--- src/rtl/t2mi_stream_arbiter.sv ---
`default_nettype none
// ============================================================================
// Module   : t2mi_stream_arbiter
// Purpose  : Packet-granular round-robin arbiter sharing one T2MI parser among
//            several 64-bit streams, with guard gap and stall watchdog.
// Revision : 1.0 - initial release
// ============================================================================
module t2mi_stream_arbiter #(
    parameter int NUM_STREAMS    = 4,
    parameter int DATA_WIDTH     = 64,
    parameter int SID_W          = 3,
    parameter int GAP_CYCLES     = 2,
    parameter int TIMEOUT_CYCLES = 1024
) (
    input  logic                                  clk,
    input  logic                                  rst_n,
    input  logic [NUM_STREAMS-1:0]                stream_enable,
    input  logic [NUM_STREAMS-1:0]                s_valid,
    input  logic [NUM_STREAMS*DATA_WIDTH-1:0]     s_data,
    input  logic [NUM_STREAMS*(DATA_WIDTH/8)-1:0] s_byte_enable,
    input  logic [NUM_STREAMS-1:0]                s_last,
    output logic [NUM_STREAMS-1:0]                s_ready,
    output logic                                  m_data_valid,
    output logic [DATA_WIDTH-1:0]                 m_data,
    output logic [DATA_WIDTH/8-1:0]               m_byte_enable,
    output logic [SID_W-1:0]                      m_stream_id,
    output logic                                  m_sof,
    output logic                                  grant_active,
    output logic [SID_W-1:0]                      active_stream,
    output logic                                  timeout_event,
    output logic                                  abort_event,
    output logic [31:0]                           packet_count,
    output logic [15:0]                           timeout_count,
    output logic [15:0]                           abort_count
);
    localparam int NUM_BYTES = DATA_WIDTH / 8;

    localparam logic [1:0] c_ST_IDLE  = 2'd0;
    localparam logic [1:0] c_ST_GRANT = 2'd1;
    localparam logic [1:0] c_ST_GAP   = 2'd2;

    localparam logic [15:0]      c_IDLE_LIMIT = 16'(TIMEOUT_CYCLES - 1);
    localparam logic [3:0]       c_GAP_LAST   = 4'(GAP_CYCLES - 1);
    localparam logic [SID_W-1:0] c_LAST_INIT  = SID_W'(NUM_STREAMS - 1);

    logic [1:0]       r_state;
    logic [SID_W-1:0] r_grant_id;
    logic [SID_W-1:0] r_last_grant;
    logic [15:0]      r_idle_cnt;
    logic [3:0]       r_gap_cnt;
    logic             r_first_word;

    logic [1:0]            w_state_nxt;
    logic [SID_W-1:0]      w_grant_id_nxt;
    logic [SID_W-1:0]      w_last_grant_nxt;
    logic [15:0]           w_idle_cnt_nxt;
    logic [3:0]            w_gap_cnt_nxt;
    logic                  w_first_word_nxt;
    logic                  w_m_valid_nxt;
    logic                  w_m_sof_nxt;
    logic [DATA_WIDTH-1:0] w_m_data_nxt;
    logic [NUM_BYTES-1:0]  w_m_be_nxt;
    logic [SID_W-1:0]      w_m_sid_nxt;
    logic [SID_W-1:0]      w_active_nxt;
    logic                  w_tev_nxt;
    logic                  w_aev_nxt;
    logic [31:0]           w_pkt_cnt_nxt;
    logic [15:0]           w_tmo_cnt_nxt;
    logic [15:0]           w_abt_cnt_nxt;

    logic [NUM_STREAMS-1:0] w_eligible;
    logic [NUM_STREAMS-1:0] w_hi_mask;
    logic [NUM_STREAMS-1:0] w_hi_elig;
    logic [NUM_STREAMS-1:0] w_cand;
    logic [NUM_STREAMS-1:0] w_grant_oh;
    logic [SID_W-1:0]       w_pick;
    logic [DATA_WIDTH-1:0]  w_g_data;
    logic [NUM_BYTES-1:0]   w_g_be;
    logic                   w_g_enable;
    logic                   w_g_last;
    logic                   w_xfer;

    // Round robin: prefer eligible streams above the last grant, else wrap to the lowest.
    assign w_eligible = stream_enable & s_valid;

    always_comb begin
        w_hi_mask = '0;
        for (int i = 0; i < NUM_STREAMS; i++) begin
            w_hi_mask[i] = (SID_W'(i) > r_last_grant);
        end
    end

    assign w_hi_elig = w_eligible & w_hi_mask;
    assign w_cand    = (|w_hi_elig) ? w_hi_elig : w_eligible;

    always_comb begin
        w_pick = '0;
        for (int i = NUM_STREAMS - 1; i >= 0; i--) begin
            if (w_cand[i]) begin
                w_pick = SID_W'(i);
            end
        end
    end

    always_comb begin
        w_grant_oh = '0;
        w_g_data   = '0;
        w_g_be     = '0;
        for (int i = 0; i < NUM_STREAMS; i++) begin
            if (r_grant_id == SID_W'(i)) begin
                w_grant_oh[i] = 1'b1;
                w_g_data      = s_data[i*DATA_WIDTH +: DATA_WIDTH];
                w_g_be        = s_byte_enable[i*NUM_BYTES +: NUM_BYTES];
            end
        end
    end

    assign w_g_enable   = |(stream_enable & w_grant_oh);
    assign w_g_last     = |(s_last & w_grant_oh);
    assign s_ready      = (r_state == c_ST_GRANT) ? (stream_enable & w_grant_oh) : '0;
    assign w_xfer       = |(s_valid & s_ready);
    assign grant_active = (r_state == c_ST_GRANT);

    always_comb begin
        w_state_nxt      = r_state;
        w_grant_id_nxt   = r_grant_id;
        w_last_grant_nxt = r_last_grant;
        w_idle_cnt_nxt   = r_idle_cnt;
        w_gap_cnt_nxt    = r_gap_cnt;
        w_first_word_nxt = r_first_word;
        w_m_valid_nxt    = 1'b0;
        w_m_sof_nxt      = 1'b0;
        w_m_data_nxt     = m_data;
        w_m_be_nxt       = m_byte_enable;
        w_m_sid_nxt      = m_stream_id;
        w_active_nxt     = active_stream;
        w_tev_nxt        = 1'b0;
        w_aev_nxt        = 1'b0;
        w_pkt_cnt_nxt    = packet_count;
        w_tmo_cnt_nxt    = timeout_count;
        w_abt_cnt_nxt    = abort_count;

        case (r_state)
            c_ST_IDLE: begin
                if (|w_eligible) begin
                    w_grant_id_nxt   = w_pick;
                    w_active_nxt     = w_pick;
                    w_idle_cnt_nxt   = '0;
                    w_first_word_nxt = 1'b1;
                    w_state_nxt      = c_ST_GRANT;
                end
            end
            c_ST_GRANT: begin
                // A disabled grant holder is aborted before the watchdog is considered.
                if (!w_g_enable) begin
                    w_aev_nxt        = 1'b1;
                    w_abt_cnt_nxt    = (abort_count == 16'hFFFF) ? abort_count : abort_count + 16'd1;
                    w_last_grant_nxt = r_grant_id;
                    w_gap_cnt_nxt    = '0;
                    w_state_nxt      = c_ST_GAP;
                end else if (w_xfer) begin
                    w_m_valid_nxt    = 1'b1;
                    w_m_sof_nxt      = r_first_word;
                    w_m_data_nxt     = w_g_data;
                    w_m_be_nxt       = w_g_be;
                    w_m_sid_nxt      = r_grant_id;
                    w_first_word_nxt = 1'b0;
                    w_idle_cnt_nxt   = '0;
                    if (w_g_last) begin
                        w_pkt_cnt_nxt    = packet_count + 32'd1;
                        w_last_grant_nxt = r_grant_id;
                        w_gap_cnt_nxt    = '0;
                        w_state_nxt      = c_ST_GAP;
                    end
                end else if (r_idle_cnt == c_IDLE_LIMIT) begin
                    w_tev_nxt        = 1'b1;
                    w_tmo_cnt_nxt    = (timeout_count == 16'hFFFF) ? timeout_count : timeout_count + 16'd1;
                    w_last_grant_nxt = r_grant_id;
                    w_gap_cnt_nxt    = '0;
                    w_state_nxt      = c_ST_GAP;
                end else begin
                    w_idle_cnt_nxt = r_idle_cnt + 16'd1;
                end
            end
            c_ST_GAP: begin
                if (r_gap_cnt == c_GAP_LAST) begin
                    w_gap_cnt_nxt = '0;
                    w_state_nxt   = c_ST_IDLE;
                end else begin
                    w_gap_cnt_nxt = r_gap_cnt + 4'd1;
                end
            end
            default: begin
                w_state_nxt = c_ST_IDLE;
            end
        endcase
    end

    always_ff @(posedge clk or negedge rst_n) begin
        if (!rst_n) begin
            r_state       <= c_ST_IDLE;
            r_grant_id    <= '0;
            r_last_grant  <= c_LAST_INIT;
            r_idle_cnt    <= '0;
            r_gap_cnt     <= '0;
            r_first_word  <= 1'b0;
            m_data_valid  <= 1'b0;
            m_sof         <= 1'b0;
            m_data        <= '0;
            m_byte_enable <= '0;
            m_stream_id   <= '0;
            active_stream <= '0;
            timeout_event <= 1'b0;
            abort_event   <= 1'b0;
            packet_count  <= '0;
            timeout_count <= '0;
            abort_count   <= '0;
        end else begin
            r_state       <= w_state_nxt;
            r_grant_id    <= w_grant_id_nxt;
            r_last_grant  <= w_last_grant_nxt;
            r_idle_cnt    <= w_idle_cnt_nxt;
            r_gap_cnt     <= w_gap_cnt_nxt;
            r_first_word  <= w_first_word_nxt;
            m_data_valid  <= w_m_valid_nxt;
            m_sof         <= w_m_sof_nxt;
            m_data        <= w_m_data_nxt;
            m_byte_enable <= w_m_be_nxt;
            m_stream_id   <= w_m_sid_nxt;
            active_stream <= w_active_nxt;
            timeout_event <= w_tev_nxt;
            abort_event   <= w_aev_nxt;
            packet_count  <= w_pkt_cnt_nxt;
            timeout_count <= w_tmo_cnt_nxt;
            abort_count   <= w_abt_cnt_nxt;
        end
    end

endmodule
`default_nettype wire

--- config.mk ---
export PLATFORM = sky130hd
export DESIGN_NAME = t2mi_stream_arbiter
export DESIGN_NICKNAME = d
export VERILOG_FILES = /design/src/rtl/t2mi_stream_arbiter.sv
export SDC_FILE = /design/constraint.sdc
export NUM_CORES = 1
export LEC_CHECK = 0
export BUFFER_PORTS_ARGS = -buffer_cell sky130_fd_sc_hd__buf_4
export CORE_AREA = 2 2 176 178
export CTS_CLUSTER_DIAMETER = 60
export CTS_CLUSTER_SIZE = 16
export DETAILED_ROUTE_END_ITERATION = 8
export DIE_AREA = 0 0 178 180
export GPL_ROUTABILITY_DRIVEN = 0
export PLACE_DENSITY = 0.72
export SYNTH_ARGS = -nofsm -noshare
export SYNTH_HDL_FRONTEND = slang
export SYNTH_SLANG_ARGS = --single-unit
--- constraint.sdc ---
create_clock -name clk -period 2.5 [get_ports clk]
set_clock_uncertainty 0.1 [all_clocks]
set_input_delay 0.125 -clock clk [delete_from_list [all_inputs] [get_ports clk]]
set_output_delay 0.125 -clock clk [all_outputs]
set_load 0.05 [all_outputs]
==> impl_metrics.py <==
metrics = {
    "hold_path": {
        "holdCritPathClass": "primary input to flop",
    },
    "timing": {
        "min_period_ps": 2380,
        "slew_headroom": 0.636,
        "tightest_slew_ps": 546,
        "maxSlewViolCount": 0,
        "hold_viol": 0,
        "period_share": 0.952,
        "fmax_mhz": 420,
        "setup_viol": 0,
    },
    "logic_synthesis": {
        "yosys_warnings": 0,
        "synth_ff_type": "dfrtp_1",
        "netlist_instances": 712,
        "ys_async_sr_fraction": 1.00,
        "avgSynthCellArea_um2": 13.0,
        "synth_cell_types": 60,
        "synth_edf_count": 0,
        "yosysSeqAreaShare": 0.456,
        "syn_area_um2": 9290,
        "ys_ff_latch": 169,
    },
    "clocking": {
        "clockBufferDepth": 2,
        "cts_tree": "yes",
        "cts.clk_slew.worst_paths_ps": 90,
        "root_buffer": "clkbuf_16",
        "clk-insertion-delay-late_ps": 440,
        "htree_levels": 4,
        "clkSinkCount": 169,
        "cts-buffers-inserted": 17,
    },
    "worst_setup_path": {
        "path_class": "flop to flop",
        "cp.required_ps": 2770,
        "regToRegStartpoint": "r_state[1]",
        "critPathLaunchType": "flop",
        "endpoint_kind": "flop",
        "arrival_ps": 2650,
        "rr_endpoint": "packet_count[27]",
        "worst-path-max-fanout": 6,
        "critPathLaunch": "r_state[1]",
        "r2r_cells": 8,
        "crit_end": "packet_count[27]",
        "rrSetupSlack_ps": 120,
    },
    "power_and_ir_drop": {
        "seqPwrFrac": 0.264,
        "p_leak_nw": 6.71,
        "comb_power_share": 0.554,
        "netSwitchingPower_mw": 6.85,
        "p_int_mw": 8.31,
        "swShare": 0.452,
        "power_mw": 15.2,
        "pwr-share-clk": 0.182,
        "power.density_nw_per_um2": 1070,
        "vdd_drop_max_v": 0.000622,
    },
    "floorplan": {
        "ios": 453,
        "die_y_um": 180,
        "fp-row-count": 64,
        "die_w_um": 178,
        "dieArea_um2": 32000,
        "start_util": 0.308,
        "core_area_um2": 30200,
    },
    "global_route": {
        "grt_pass1_vias": 8624,
        "grtUsageMet2": 0.358,
        "grt_overflow": 0,
        "grt_max_degree": 79,
        "met1_usage": 0.236,
        "use_met3": 0.0768,
        "grt_first_pass_wirelength_mm": 50.1,
        "grt-busiest-layer": "met2",
        "track_usage": 0.207,
        "antenna_found_initial": 4,
    },
    "route": {
        "routed_wl_mm": 33.2,
        "via_count": 8182,
        "ant_nets": 0,
        "route.detailed.drc": 0,
        "drt_iter0_drc": 397,
        "wire_per_inst_um": 20.8,
        "viasPerCell": 5.11,
        "firstDrtPassIters": 4,
    },
    "outcome": {
        "outcome": "finished, final reports clean",
    },
    "flow_run": {
        "drv_cap": 0,
    },
    "final_layout": {
        "area_growth_pct": 52.0,
        "layout_common_cells": "buf_4 (482), dfrtp_1 (165), mux2_2 (82)",
        "drive_above_1_share": 0.593,
        "fillers": 2740,
        "mostFrequentLayoutCell": "buf_4",
        "fin_nets": 1501,
        "stdcell_count": 1601,
    },
    "placement": {
        "dp_cells": 1560,
        "io_buffers": 450,
        "dp_hpwl_mm": 26.7,
    },
}
-- timing repair --
action,in CTS,in global routing
pin swaps,1,2
hold buffers,4,0
setup endpoints to repair,2,88
endpoints found under the hold margin,170,0
buffers inserted,0,2
gates resized for setup,1,12
-- power by group through the flow --
stage               registers, mW  logic (mW)  clock network (mW)
floorplan                    6.32        3.29                   0
global placement             4.01        8.29                   0
detailed placement           4.04        8.38                   0
CTS                          4.00        8.41                2.84
global route                 4.11        8.82                2.95
finish                       4.00        8.40                2.76
-- per-stage QoR --
stage	hold WS, ps	cell area, um2	util	TNS (ps)	setup WS, ps
finish	27.4	14100	0.468	0	119
global route	5.42	14100	0.468	-2.12	-2.12
CTS	7.61	14000	0.465	0	6.87
detailed placement	-31.4	13400	0.443	0	1.43
global placement	-34.9	13400	0.443	0	91.0
floorplan	-271	9330	-	-3550	-109
-- cells by family after synthesis --
kind of cell	Yosys count	synth area share
compound gates	70	0.0519
xor+xnor	62	0.0593
fa+ha+maj	10	0.0135
buf+inv	52	0.0257
flops	169	0.456
mux	158	0.281
other cells	1	0.000404
simple gates	190	0.112
-- cells in the mapped netlist, types with 2 or more instances --
cell type	number	share of area
inv_1	12	0.0048
nand2_1	49	0.020
nor2_1	20	0.0081
and4_1	10	0.0094
and3_1	15	0.010
a22o_1	3	0.0028
a41oi_1	3	0.0028
o21ai_2	2	0.0019
nor3_1	7	0.0038
dfstp_2	2	0.0057
buf_6	2	0.0024
a22oi_1	3	0.0024
xor2_1	17	0.016
xnor2_1	44	0.041
and4b_1	2	0.0022
mux2_2	82	0.099
mux2i_1	2	0.0022
o21ai_0	24	0.013
ha_1	10	0.013
buf_2	11	0.0059
inv_2	3	0.0012
o21ai_1	2	0.0011
a31oi_1	4	0.0027
nand3_1	39	0.021
nand4_1	16	0.011
buf_1	5	0.0020
nor3_2	2	0.0022
or3_1	5	0.0034
buf_4	4	0.0032
mux4_2	73	0.18
clkbuf_1	15	0.0061
and2_1	12	0.0081
nand2b_1	2	0.0013
o211ai_1	3	0.0024
a21oi_1	14	0.0075
nor4_1	2	0.0013
o41ai_1	2	0.0019
dfrtp_1	167	0.45
-- worst min-delay path by stage --
stage	startpoint	to	slack [ps]	cells after the start
finish	s_data[63]	m_data[63]	30	3
global route	s_data[63]	m_data[63]	5	3
detailed placement	rst_n	abort_count[4]	-30	1
CTS	s_data[63]	m_data[63]	8	3
global placement	rst_n	timeout_event	-30	1
floorplan	rst_n	abort_count[0]	-270	0
-- critical path: stages (launching register included) --
cell	delay, ps
dfrtp_1	390
inv_1	80
ha_2	210
and4b_2	280
a22oi_1	130
a2111oi_4	350
nor3b_4	360
and4_4	280
xor2_2	130
-- registers in the layout, indices dropped and copies added (netlist names) --
| signal | flops |
|---|---|
| abort_count | 16 |
| abort_event | 1 |
| m_byte_enable | 8 |
| m_data | 64 |
| m_data_valid | 1 |
| m_sof | 1 |
| m_stream_id | 2 |
| packet_count | 32 |
| r_first_word | 1 |
| r_gap_cnt | 4 |
| r_grant_id | 2 |
| r_idle_cnt | 16 |
| r_last_grant | 2 |
| r_state | 2 |
| timeout_count | 16 |
| timeout_event | 1 |
-- layer usage --
metal,share of wire,up-vias
met5,0.00048,-
met4,0.026,2
met3,0.084,50
met2,0.52,340
met1,0.37,4132
li1,-,3658
-- layout make-up --
cell class / instances / area (um2) / share of cell area
tap: 396 / 495 / 0.0351
multi-input combinational: 492 / 4900 / 0.347
antenna: 3 / 7.51 / 0.000532
inverter: 15 / 57.6 / 0.00408
timing repair buffer: 494 / 3800 / 0.269
clock inverter: 15 / 190 / 0.0135
clock buffer: 17 / 425 / 0.0301
sequential: 169 / 4240 / 0.300
No activity file was read; power rests on OpenSTA's default activity.
